### src/rtl/rv32i_encoder_if.sv
// Request/response bundle for the RV32I encoder: field request in,
// packed instruction words and rejection status out.
interface rv32i_encoder_if #(
  parameter int size = 32
);
  logic            in_valid;
  logic            in_ready;
  logic [3:0]      op_sel;
  logic [2:0]      func3;
  logic            alt;
  logic [4:0]      rd;
  logic [4:0]      rs1;
  logic [4:0]      rs2;
  logic [size-1:0] imm;
  logic            out_valid;
  logic            out_ready;
  logic [size-1:0] out_instr;
  logic            err_valid;
  logic [7:0]      err_count;

  modport master (
    output in_valid, op_sel, func3, alt, rd, rs1, rs2, imm, out_ready,
    input  in_ready, out_valid, out_instr, err_valid, err_count
  );

  modport slave (
    input  in_valid, op_sel, func3, alt, rd, rs1, rs2, imm, out_ready,
    output in_ready, out_valid, out_instr, err_valid, err_count
  );
endinterface

### src/rtl/rv32i_encoder.sv
// RV32I encoder: range-checks requested fields, packs a legal instruction
// word and queues it in a 2-entry output FIFO; rejects are counted.
module rv32i_encoder #(
  parameter int size = 32
) (
  input  logic           clk,
  input  logic           reset,
  input  logic           flush,
  rv32i_encoder_if.slave bus
);

  localparam logic [6:0] OPC_R      = 7'b0110011;
  localparam logic [6:0] OPC_I_ALU  = 7'b0010011;
  localparam logic [6:0] OPC_LOAD   = 7'b0000011;
  localparam logic [6:0] OPC_JALR   = 7'b1100111;
  localparam logic [6:0] OPC_STORE  = 7'b0100011;
  localparam logic [6:0] OPC_BRANCH = 7'b1100011;
  localparam logic [6:0] OPC_LUI    = 7'b0110111;
  localparam logic [6:0] OPC_AUIPC  = 7'b0010111;
  localparam logic [6:0] OPC_JAL    = 7'b1101111;

  logic [1:0]      count_reg;
  logic [size-1:0] head_reg;
  logic [size-1:0] tail_reg;
  logic            err_valid_reg;
  logic [7:0]      err_count_reg;

  logic            legal;
  logic [size-1:0] word;
  logic            imm12_ok;
  logic            shamt_ok;
  logic            branch_ok;
  logic            jal_ok;
  logic            upper_ok;
  logic            is_shift;
  logic            in_ready;
  logic            accept;
  logic            push;
  logic            pop;

  // Signed range tests reduce to "upper bits are a pure sign extension".
  assign imm12_ok  = (&bus.imm[31:11]) | ~(|bus.imm[31:11]);
  assign shamt_ok  = ~(|bus.imm[31:5]);
  assign branch_ok = ((&bus.imm[31:12]) | ~(|bus.imm[31:12])) & ~bus.imm[0];
  assign jal_ok    = ((&bus.imm[31:20]) | ~(|bus.imm[31:20])) & ~bus.imm[0];
  assign upper_ok  = ~(|bus.imm[11:0]);
  assign is_shift  = (bus.func3 == 3'b001) || (bus.func3 == 3'b101);

  always_comb begin
    legal = 1'b0;
    word  = '0;
    case (bus.op_sel)
      4'd0: begin
        legal = ~bus.alt || (bus.func3 == 3'b000) || (bus.func3 == 3'b101);
        word  = {1'b0, bus.alt, 5'b0, bus.rs2, bus.rs1, bus.func3, bus.rd, OPC_R};
      end
      4'd1: begin
        legal = (is_shift ? shamt_ok : imm12_ok) && (~bus.alt || (bus.func3 == 3'b101));
        if (is_shift)
          word = {1'b0, bus.alt, 5'b0, bus.imm[4:0], bus.rs1, bus.func3, bus.rd, OPC_I_ALU};
        else
          word = {bus.imm[11:0], bus.rs1, bus.func3, bus.rd, OPC_I_ALU};
      end
      4'd2: begin
        legal = imm12_ok && (bus.func3 != 3'b011) && (bus.func3 != 3'b110)
                && (bus.func3 != 3'b111);
        word  = {bus.imm[11:0], bus.rs1, bus.func3, bus.rd, OPC_LOAD};
      end
      4'd3: begin
        legal = imm12_ok;
        word  = {bus.imm[11:0], bus.rs1, 3'b000, bus.rd, OPC_JALR};
      end
      4'd4: begin
        legal = imm12_ok && (bus.func3[2] == 1'b0) && (bus.func3 != 3'b011);
        word  = {bus.imm[11:5], bus.rs2, bus.rs1, bus.func3, bus.imm[4:0], OPC_STORE};
      end
      4'd5: begin
        legal = branch_ok && (bus.func3[2:1] != 2'b01);
        word  = {bus.imm[12], bus.imm[10:5], bus.rs2, bus.rs1, bus.func3,
                 bus.imm[4:1], bus.imm[11], OPC_BRANCH};
      end
      4'd6: begin
        legal = upper_ok;
        word  = {bus.imm[31:12], bus.rd, OPC_LUI};
      end
      4'd7: begin
        legal = upper_ok;
        word  = {bus.imm[31:12], bus.rd, OPC_AUIPC};
      end
      4'd8: begin
        legal = jal_ok;
        word  = {bus.imm[20], bus.imm[10:1], bus.imm[11], bus.imm[19:12], bus.rd, OPC_JAL};
      end
      default: begin
        legal = 1'b0;
        word  = '0;
      end
    endcase
  end

  assign in_ready = (count_reg < 2'd2);
  assign accept   = bus.in_valid & in_ready;
  assign push     = accept & legal;
  assign pop      = (count_reg != 2'd0) & bus.out_ready;

  // head_reg is the FIFO head and doubles as out_instr, so it is kept zero when empty.
  always_ff @(posedge clk) begin
    if (reset) begin
      count_reg     <= 2'd0;
      head_reg      <= '0;
      tail_reg      <= '0;
      err_valid_reg <= 1'b0;
      err_count_reg <= 8'd0;
    end else if (flush) begin
      count_reg     <= 2'd0;
      head_reg      <= '0;
      tail_reg      <= '0;
      err_valid_reg <= 1'b0;
    end else begin
      err_valid_reg <= accept & ~legal;
      if (accept && !legal && (err_count_reg != 8'hFF))
        err_count_reg <= err_count_reg + 8'd1;

      case ({push, pop})
        2'b10: begin
          count_reg <= count_reg + 2'd1;
          if (count_reg == 2'd0)
            head_reg <= word;
          else
            tail_reg <= word;
        end
        2'b01: begin
          count_reg <= count_reg - 2'd1;
          head_reg  <= (count_reg == 2'd2) ? tail_reg : '0;
          tail_reg  <= '0;
        end
        // Push implies count < 2 and pop implies count > 0, so count is 1 here.
        2'b11: head_reg <= word;
        default: ;
      endcase
    end
  end

  assign bus.in_ready  = in_ready;
  assign bus.out_valid = (count_reg != 2'd0);
  assign bus.out_instr = head_reg;
  assign bus.err_valid = err_valid_reg;
  assign bus.err_count = err_count_reg;

endmodule

### src/flat_wrapper.sv
// flat-port wrapper written by rule: the top's interface ports become plain ports
module rv32i_encoder_flat 
#(
  parameter int size = 32
)
  (clk, reset, flush, bus_in_valid, bus_op_sel, bus_func3, bus_alt, bus_rd, bus_rs1, bus_rs2, bus_imm, bus_out_ready, bus_in_ready, bus_out_valid, bus_out_instr, bus_err_valid, bus_err_count);
  rv32i_encoder_if #(.size(size)) bus_i ();
  input  logic clk;
  input  logic reset;
  input  logic flush;
  input wire logic [$bits(bus_i.in_valid)-1:0] bus_in_valid;
  input wire logic [$bits(bus_i.op_sel)-1:0] bus_op_sel;
  input wire logic [$bits(bus_i.func3)-1:0] bus_func3;
  input wire logic [$bits(bus_i.alt)-1:0] bus_alt;
  input wire logic [$bits(bus_i.rd)-1:0] bus_rd;
  input wire logic [$bits(bus_i.rs1)-1:0] bus_rs1;
  input wire logic [$bits(bus_i.rs2)-1:0] bus_rs2;
  input wire logic [$bits(bus_i.imm)-1:0] bus_imm;
  input wire logic [$bits(bus_i.out_ready)-1:0] bus_out_ready;
  output wire logic [$bits(bus_i.in_ready)-1:0] bus_in_ready;
  output wire logic [$bits(bus_i.out_valid)-1:0] bus_out_valid;
  output wire logic [$bits(bus_i.out_instr)-1:0] bus_out_instr;
  output wire logic [$bits(bus_i.err_valid)-1:0] bus_err_valid;
  output wire logic [$bits(bus_i.err_count)-1:0] bus_err_count;
  assign bus_i.in_valid = bus_in_valid;
  assign bus_i.op_sel = bus_op_sel;
  assign bus_i.func3 = bus_func3;
  assign bus_i.alt = bus_alt;
  assign bus_i.rd = bus_rd;
  assign bus_i.rs1 = bus_rs1;
  assign bus_i.rs2 = bus_rs2;
  assign bus_i.imm = bus_imm;
  assign bus_i.out_ready = bus_out_ready;
  assign bus_in_ready = bus_i.in_ready;
  assign bus_out_valid = bus_i.out_valid;
  assign bus_out_instr = bus_i.out_instr;
  assign bus_err_valid = bus_i.err_valid;
  assign bus_err_count = bus_i.err_count;
  rv32i_encoder #(.size(size)) u_core (.clk(clk), .reset(reset), .flush(flush), .bus(bus_i));
endmodule
### config.mk
export PLATFORM = sky130hd
export DESIGN_NAME = rv32i_encoder_flat
export DESIGN_NICKNAME = d
export VERILOG_FILES = /design/src/rtl/rv32i_encoder_if.sv /design/src/rtl/rv32i_encoder.sv /design/src/flat_wrapper.sv
export SDC_FILE = /design/constraint.sdc
export NUM_CORES = 1
export LEC_CHECK = 0
export ABC_AREA = 0
export BUFFER_PORTS_ARGS = -buffer_cell sky130_fd_sc_hd__buf_2
export CAP_MARGIN = 20
export CORE_UTILIZATION = 54
export DETAILED_ROUTE_END_ITERATION = 8
export PLACE_DENSITY_LB_ADDON = 0.25
export SLEW_MARGIN = 20
export SYNTH_ARGS = -nofsm -noshare
export SYNTH_HDL_FRONTEND = slang
export SYNTH_SLANG_ARGS = --single-unit
### constraint.sdc
create_clock -name clk -period 4.2 [get_ports clk]
set_input_delay 0.63 -clock clk [delete_from_list [all_inputs] [get_ports clk]]
set_output_delay 0.63 -clock clk [all_outputs]
set_load 0.1 [all_outputs]
==> impl_metrics.csv, run 1 <==
group,metric,value,unit
synth,synthTopCellsByArea,"dfxtp_1 34%, a21oi_1 9.3%, nor2_1 7.7%",
timing,rsz0062_at_grt,"no",
placed_design,place_hpwl,9405,µm
power,swShare,0.3021,
worst_setup_path,max_stage_delay,0.52,ns
power,p_clk_frac,0.376,
synth,yosysTopAreaCellShare,0.3402,
job,drv_cap,0,
clock_network,ctsRootBufferMaster,"clkbuf_8",
min_path,hold_path_class,"reg2reg",
clock_network,clock_sinks,73,
route,via_count,4661,
clock_network,cts_tree,"yes",
global_routing,grtUsageTotal,0.3203,
die,die_w,91.19,µm
power,cellPowerDensity,302.1,mW/mm²
worst_setup_path,path_delay_family,"simple AND/OR/NAND/NOR gates",
synth,synth-seq-cells,73,
synth,synth_warnings,0,
synth,yosysUniqueCellTypes,61,
cells_and_area,fillers,702,
route,avgRoutedWirePerCell,17.81,µm
worst_setup_path,critPathMaxFanout,29,
clock_network,path_clk_slew,0.08,ns
cells_and_area,layout.cells.non_filler,731,
power,ir_drop,260.2,µV
route,drtIter0Drc,510,
route,drt-total-wl,13020,µm
synth,synth_top_family_by_area,"compound AO/OA/AOI/OAI gates",
worst_setup_path,cp-end-kind,"register",
die,die_height,91.19,µm
die,initial_core_util,0.5559,
worst_setup_path,cp.buffers_inverters,2,
synth,synth_compound_area_frac,0.3324,
clock_network,cts-htree-levels,3,
die,core_area,0.007727,mm²
global_routing,grt_max_degree,48,
cells_and_area,design_area,0.004985,mm²
cells_and_area,drive_gt1_frac,0.2432,
global_routing,grt_pass1_vias,4404,
cells_and_area,fin_nets,688,
outcome,status,"finished clean",
clock_network,postCtsSetupBuffers,0,
timing,max_freq,286.9,MHz
cells_and_area,syn_to_final_growth,16.05,%
global_routing,antenna_found_initial,0,
timing,maxSlewViolCount,0,
synth,yosys.area_share.simple,0.2365,
worst_setup_path,start_kind,"input pin",
power,leakage,0.002169,µW
placed_design,placed_cells,715,
timing,hold_violations,0,
placed_design,port_buffers,102,
worst_setup_path,cp_slowest_cell,"nor3_1",
synth,synth.yosys.seq_area_share,0.3402,
clock_network,cts-resized-gates,0,
synth,synth-edff-count,0,
worst_setup_path,required,4.51,ns
route,antenna_left,0,
route,vias_per_cell,6.376,
die,core.rowCount,32,
synth,synth_top_flop_cell,"dfxtp_1",
synth,syn-instance-count,545,
worst_setup_path,arrival,3.80,ns
clock_network,clk_path_buf_depth,2,
clock_network,cts_made_buffers,9,
route,drc,0,
die,num_io_pins,103,
timing,period_share,0.8298,
worst_setup_path,crit_type,"in2reg",
timing,period_needed,3.485,ns
synth,synth_adder_area_share,0.01165,
cells_and_area,final_core_util,0.6451,
power,intPower,1051,µW
die,die-area,0.008315,mm²
synth,synthArstFlopShare,0,
clock_network,insertion_delay,0.36,ns
synth,syn_avg_cell_area,7.881,µm²
power,p_seq_frac,0.463,
power,switching_power,455.0,µW
timing,setup_tns,0,ns
timing,setup_viol,0,
cells_and_area,insertedDiodeCount,0,
placed_design,post_dp_cell_area,0.004783,mm²
power,pwr-share-comb,0.161,
worst_setup_path,crit_chain,"buf_2 > nor4_1 > nand3_1 > nor3_1 > o2111ai_2 > nand3_2 > nand3_1 > ha_1 > buf_4 > nor3_1 > a222oi_1 > nor3_2 > o21a_1",
synth,yosys.area.top_type,"dfxtp_1",
route,drt_first_pass_iters,5,
power,fin_total_pwr,1506,µW
synth,synth.net_count,609,
global_routing,grt_pass1_wl,21100,µm
synth,synthXorXnorAreaFrac,0.008156,
timing,relSlewSlack,0.2848,
timing,worstMarginPinSlew,1.069,ns
global_routing,grt-ovfl-total,0,
clock_network,cts_hold_buf,0,
timing,skew,0.009732,ns
placed_design,gp_congestion,0.9526,
synth,synth_area,0.004295,mm²
synth,muxShareOfSynthArea,0.007282,
==> metal layers <==
layer,wire length (µm),vias to the layer above,part of all wire,global-route usage
met3,1146,39,0.088,0.06365
met1,5089,2171,0.39,0.3914
met4,454,0,0.035,0.1561
met2,6328,249,0.49,0.5372
li1,-,2202,-,-
met5,0,-,0,0
==> power groups by stage <==
stage	sequential (µW)	clock, µW	combinational (µW)
floorplan	734	0	135
global placement	713	0	233
detailed placement	713	0	237
CTS	697	573	238
global route	697	601	261
finish	697	567	242
==> final cells by class <==
| class | instances | area [µm²] | share of cell area |
|---|---|---|---|
| Clock inverter | 7 | 77.57 | 0.01556 |
| Timing Repair Buffer | 111 | 578.1 | 0.1160 |
| Inverter | 12 | 45.04 | 0.009036 |
| Multi-Input combinational cell | 417 | 2571 | 0.5158 |
| Sequential cell | 73 | 1461 | 0.2932 |
| Clock buffer | 9 | 123.9 | 0.02485 |
| Tap cell | 102 | 127.6 | 0.02560 |
==> metrics by stage <==
stage	hold slack [ns]	setup slack, ns
2_1_floorplan	0.4533	0.7687
3_3_place_gp	0.4607	0.4615
3_5_place_dp	0.4687	0.4363
4_1_cts	0.4797	0.8184
5_1_grt	0.4998	0.5421
6_report	0.4775	0.7149
==> cells in the final DEF, fill, tap and decap left out, types with 9 or more instances in the layout <==
| cell type | count |
|---|---|
| buf_2 | 102 |
| nor2_1 | 87 |
| a21oi_1 | 80 |
| dfxtp_1 | 73 |
| nand3_1 | 29 |
| a22oi_1 | 22 |
| o21ai_0 | 19 |
| nand2_1 | 17 |
| o211a_1 | 15 |
| a2bb2oi_1 | 12 |
| a22o_1 | 11 |
| inv_1 | 10 |
| nor4_1 | 9 |
| a222oi_1 | 9 |
| clkbuf_8 | 9 |
| buf_4 | 9 |
==> Yosys cell counts, types with 2 or more instances <==
cell type,count
a21boi_0,5
a22oi_1,22
or3_1,3
o211a_1,15
nor2_2,2
inv_2,2
a211oi_2,2
nor2_1,88
buf_6,6
dfxtp_1,73
nand3_2,2
ha_1,4
o21ai_1,3
a211oi_1,7
buf_2,3
a2bb2oi_1,12
o21ai_0,19
xor2_1,2
nor3b_1,2
a22o_1,11
nor3_2,6
nor4_1,9
nor2b_1,3
a21oi_1,80
buf_4,5
mux2i_1,2
and4_1,2
nand2b_1,2
nand3_1,29
or4_1,6
nand2_1,17
nand4_1,6
and3_1,4
o31ai_1,7
clkbuf_1,29
a222oi_1,9
xnor2_1,2
inv_1,10
nor3_1,7
o21a_1,6
==> tightest hold or removal path, delay by kind of cell, from the launching register on <==
family             cells  cell delay, ns
AOI/OAI and AO/OA      2            0.12
DFF                    1            0.31
==> path summary, 6_finish.rpt <==
path / to / slack [ns] / cells after the start / start
hold reg to reg: u_core.bus.out_instr[24] / 0.48 / 2 / u_core.bus.out_instr[24]
setup reg to reg: u_core.bus.out_instr[31] / 1.60 / 11 / u_core.count_reg[0]
setup / recovery: u_core.bus.out_instr[25] / 0.71 / 13 / bus_imm[13]
hold / removal: u_core.bus.out_instr[24] / 0.48 / 2 / u_core.bus.out_instr[24]
==> cells by family (layout without fill, tap and decap cells) <==
kind of cell,count (synthesis),after routing
AO/OA/AOI/OAI,208,208
AND/OR/NAND/NOR,198,198
flip-flops,73,73
buffers and inverters,55,139
adder cells (fa/ha/maj),4,4
XOR/XNOR,4,4
multiplexers,3,3
No activity file was read; power rests on OpenSTA's default activity.
==> run 2: changes to the inputs <==
Settings changed: ABC_AREA 0 to 1.
Clock period 4.2 ns to 3.59 ns, I/O delays scaled along.
==> impl_metrics.csv, run 2 <==
group,metric,value,unit
clock_network,cts-resized-gates,0,
worst_setup_path,crit_start,"bus_op_sel[3]",
synth,synthArstFlopShare,0,
synth,yosys.area.top_type,"dfxtp_1",
cells_and_area,final_core_util,0.6654,
global_routing,grt-ovfl-total,0,
timing,max_freq,361.6,MHz
placed_design,place_hpwl,8844,µm
worst_setup_path,max_stage_delay,0.34,ns
cells_and_area,final_common_cell,"nand2_1",
clock_network,cts_hold_buf,0,
cells_and_area,layout.cells.non_filler,860,
cells_and_area,layout_common_cells,"207 x nand2_1, 117 x nor2_1, 102 x buf_2, 73 x dfxtp_1, 48 x a21oi_1",
synth,synth-seq-cells,73,
die,die-area,0.008178,mm²
synth,synthTopCellsByArea,"dfxtp_1 35%, nand2_1 18%, nor2_1 10%",
die,core_area,0.007408,mm²
outcome,status,"finished clean",
clock_network,ctsRootBufferMaster,"clkbuf_8",
synth,synth_adder_area_share,0.01185,
worst_setup_path,cp-endpoint,"u_core.bus.out_instr[11]",
synth,synth_top_family_by_area,"simple AND/OR/NAND/NOR gates",
synth,yosysTopAreaCellShare,0.3461,
route,vias_per_cell,5.422,
cells_and_area,fillers,725,
synth,synthTopCellsByCount,"207 x nand2_1, 118 x nor2_1, 73 x dfxtp_1",
worst_setup_path,ff2ff_setup_slack,1.20,ns
timing,maxSlewViolCount,0,
synth,syn-instance-count,668,
route,antenna_left,0,
worst_setup_path,cp_slowest_cell,"nor2_2",
die,core.rowCount,31,
synth,synth.net_count,732,
worst_setup_path,cp.buffers_inverters,5,
global_routing,antenna_found_initial,0,
power,leakage,0.002236,µW
worst_setup_path,cpMostUsedCell,"nand2_1",
clock_network,cts-htree-levels,3,
synth,yosys.area_share.simple,0.3745,
clock_network,postCtsSetupBuffers,0,
worst_setup_path,required,3.83,ns
die,initial_core_util,0.5700,
placed_design,port_buffers,102,
timing,period_share,0.7704,
synth,synth_compound_area_frac,0.1733,
clock_network,path_clk_slew,0.08,ns
worst_setup_path,start_kind,"input pin",
timing,skew,0.01095,ns
power,swShare,0.3032,
cells_and_area,fin_nets,820,
clock_network,clk_path_buf_depth,2,
die,die_height,90.43,µm
power,switching_power,530.9,µW
route,drc,0,
timing,hold_violations,0,
power,intPower,1220,µW
worst_setup_path,arrival,3.00,ns
synth,synth_area,0.004223,mm²
route,avgRoutedWirePerCell,13.57,µm
timing,relSlewSlack,0.3290,
min_path,hold_path_class,"reg2reg",
timing,rsz0062_at_grt,"no",
clock_network,insertion_delay,0.34,ns
global_routing,grt_pass1_wl,19670,µm
timing,period_needed,2.766,ns
worst_setup_path,timing.rr.end,"u_core.bus.out_instr[3]",
route,drtIter0Drc,341,
route,drt_first_pass_iters,4,
power,ir_drop,175.7,µV
power,p_clk_frac,0.366,
synth,yosysUniqueCellTypes,36,
placed_design,placed_cells,844,
synth,synthXorXnorAreaFrac,0.004148,
cells_and_area,syn_to_final_growth,16.74,%
clock_network,cts_tree,"yes",
timing,worstMarginPinSlew,1.005,ns
global_routing,grt_pass1_vias,4227,
synth,synth.yosys.seq_area_share,0.3461,
clock_network,cts_made_buffers,9,
clock_network,clock_sinks,73,
timing,setup_tns,0,ns
die,num_io_pins,103,
cells_and_area,drive_gt1_frac,0.1919,
job,drv_cap,0,
worst_setup_path,path_delay_family,"simple AND/OR/NAND/NOR gates",
power,cellPowerDensity,355.2,mW/mm²
die,die_w,90.43,µm
route,via_count,4663,
route,drt-total-wl,11670,µm
power,p_seq_frac,0.469,
worst_setup_path,crit_type,"in2reg",
synth,synth_top_flop_cell,"dfxtp_1",
global_routing,grtUsageTotal,0.2950,
synth,synth_warnings,0,
synth,synth-edff-count,0,
global_routing,grt_max_degree,51,
worst_setup_path,ff2ff_path_depth,14,
synth,syn_avg_cell_area,6.322,µm²
synth,yosysMostFrequentCell,"nand2_1",
placed_design,gp_congestion,0.9566,
cells_and_area,insertedDiodeCount,0,
worst_setup_path,crit_chain,"buf_2 > nor2_2 > inv_2 > nor2_1 > o21ai_1 > nand2_1 > inv_2 > nand2_2 > nor2_4 > nand2_2 > nand2_1 > ha_1 > nand3_1 > inv_1 > buf_12 > a22oi_1 > nand2_1 > nand2_1 > nor2_1",
worst_setup_path,cp_num_cells,19,
timing,setup_viol,0,
worst_setup_path,critPathMaxFanout,26,
worst_setup_path,reg2reg_from,"u_core.count_reg[1]",
synth,muxShareOfSynthArea,0,
power,pwr-share-comb,0.165,
worst_setup_path,cp-end-kind,"register",
-- run 2: cell types whose count changed after synthesis, moves of 7 or more --
cell,before,now
nand2_1,17,207
inv_1,10,46
a21oi_1,80,48
nor2_1,88,118
o211a_1,15,0
a2bb2oi_1,12,0
clkbuf_1,29,19
o21ai_0,19,29
a222oi_1,9,0
nor4_1,9,1
a22oi_1,22,29
o31ai_1,7,0
-- run 2: area by class of cell --
cell class	instances	area, µm²	area share
clock inverters	7	70.07	0.01421
well taps	99	123.9	0.02513
inverters	54	202.7	0.04112
multi-input cells	511	2387	0.4843
repair buffers	107	560.5	0.1137
clock buffers	9	123.9	0.02513
flip-flops and latches	73	1461	0.2964
-- run 2: cell families after synthesis --
kind of cell	count (synthesis)
buf+inv	84
xor+xnor	2
flops	73
compound gates	124
simple gates	381
fa+ha+maj	4
-- run 2: per-layer routing --
metal  GRT usage  vias to the layer above  routed length (µm)
met5           0                        -                   0
met4     0.08602                        0                 209
met3     0.04545                       22                 722
met2      0.4854                      188                5350
met1      0.3991                     2118                5389
li1            -                     2335                   -
-- run 2: how the worst min path moves through the flow --
stage	from	depth (start not counted)	end
after floorplan	u_core.tail_reg[1]	2	u_core.tail_reg[1]
after global placement	u_core.tail_reg[1]	2	u_core.tail_reg[1]
after detailed placement	u_core.tail_reg[1]	2	u_core.tail_reg[1]
after CTS	u_core.tail_reg[1]	2	u_core.tail_reg[1]
after global routing	u_core.tail_reg[18]	2	u_core.tail_reg[18]
final	u_core.tail_reg[1]	2	u_core.tail_reg[1]
-- run 2: through the flow --
stage / total power, µW / worst slack [ns] / hold WS (ns) / area (µm²)
floorplan: 1029 / 0.6759 / 0.4299 / 4223
global placement: 1121 / 0.5723 / 0.4398 / 4736
detailed placement: 1124 / 0.5017 / 0.4502 / 4736
CTS: 1756 / 0.8535 / 0.4612 / 4930
global route: 1825 / 0.5347 / 0.4851 / 4930
finish: 1751 / 0.8242 / 0.4598 / 4930
-- run 2: power groups by stage --
stage	combinational [µW]	sequential (µW)	clock (µW)
after floorplan	143	885	0
after global placement	280	840	0
after detailed placement	283	841	0
after CTS	284	822	650
after global routing	315	823	686
final	289	822	640
-- run 2: worst reg2reg max path, cell delays in order (launching register included) --
cell and delay (ns):
dfxtp_1 0.40, nor2_1 0.09, inv_1 0.07, nand2_1 0.30
inv_1 0.18, ha_1 0.34, nand3_1 0.12, inv_1 0.21
buf_12 0.21, nand2_1 0.07, o21ai_0 0.08, inv_1 0.06
nand2_1 0.06, nand2_1 0.06, nor2_1 0.09
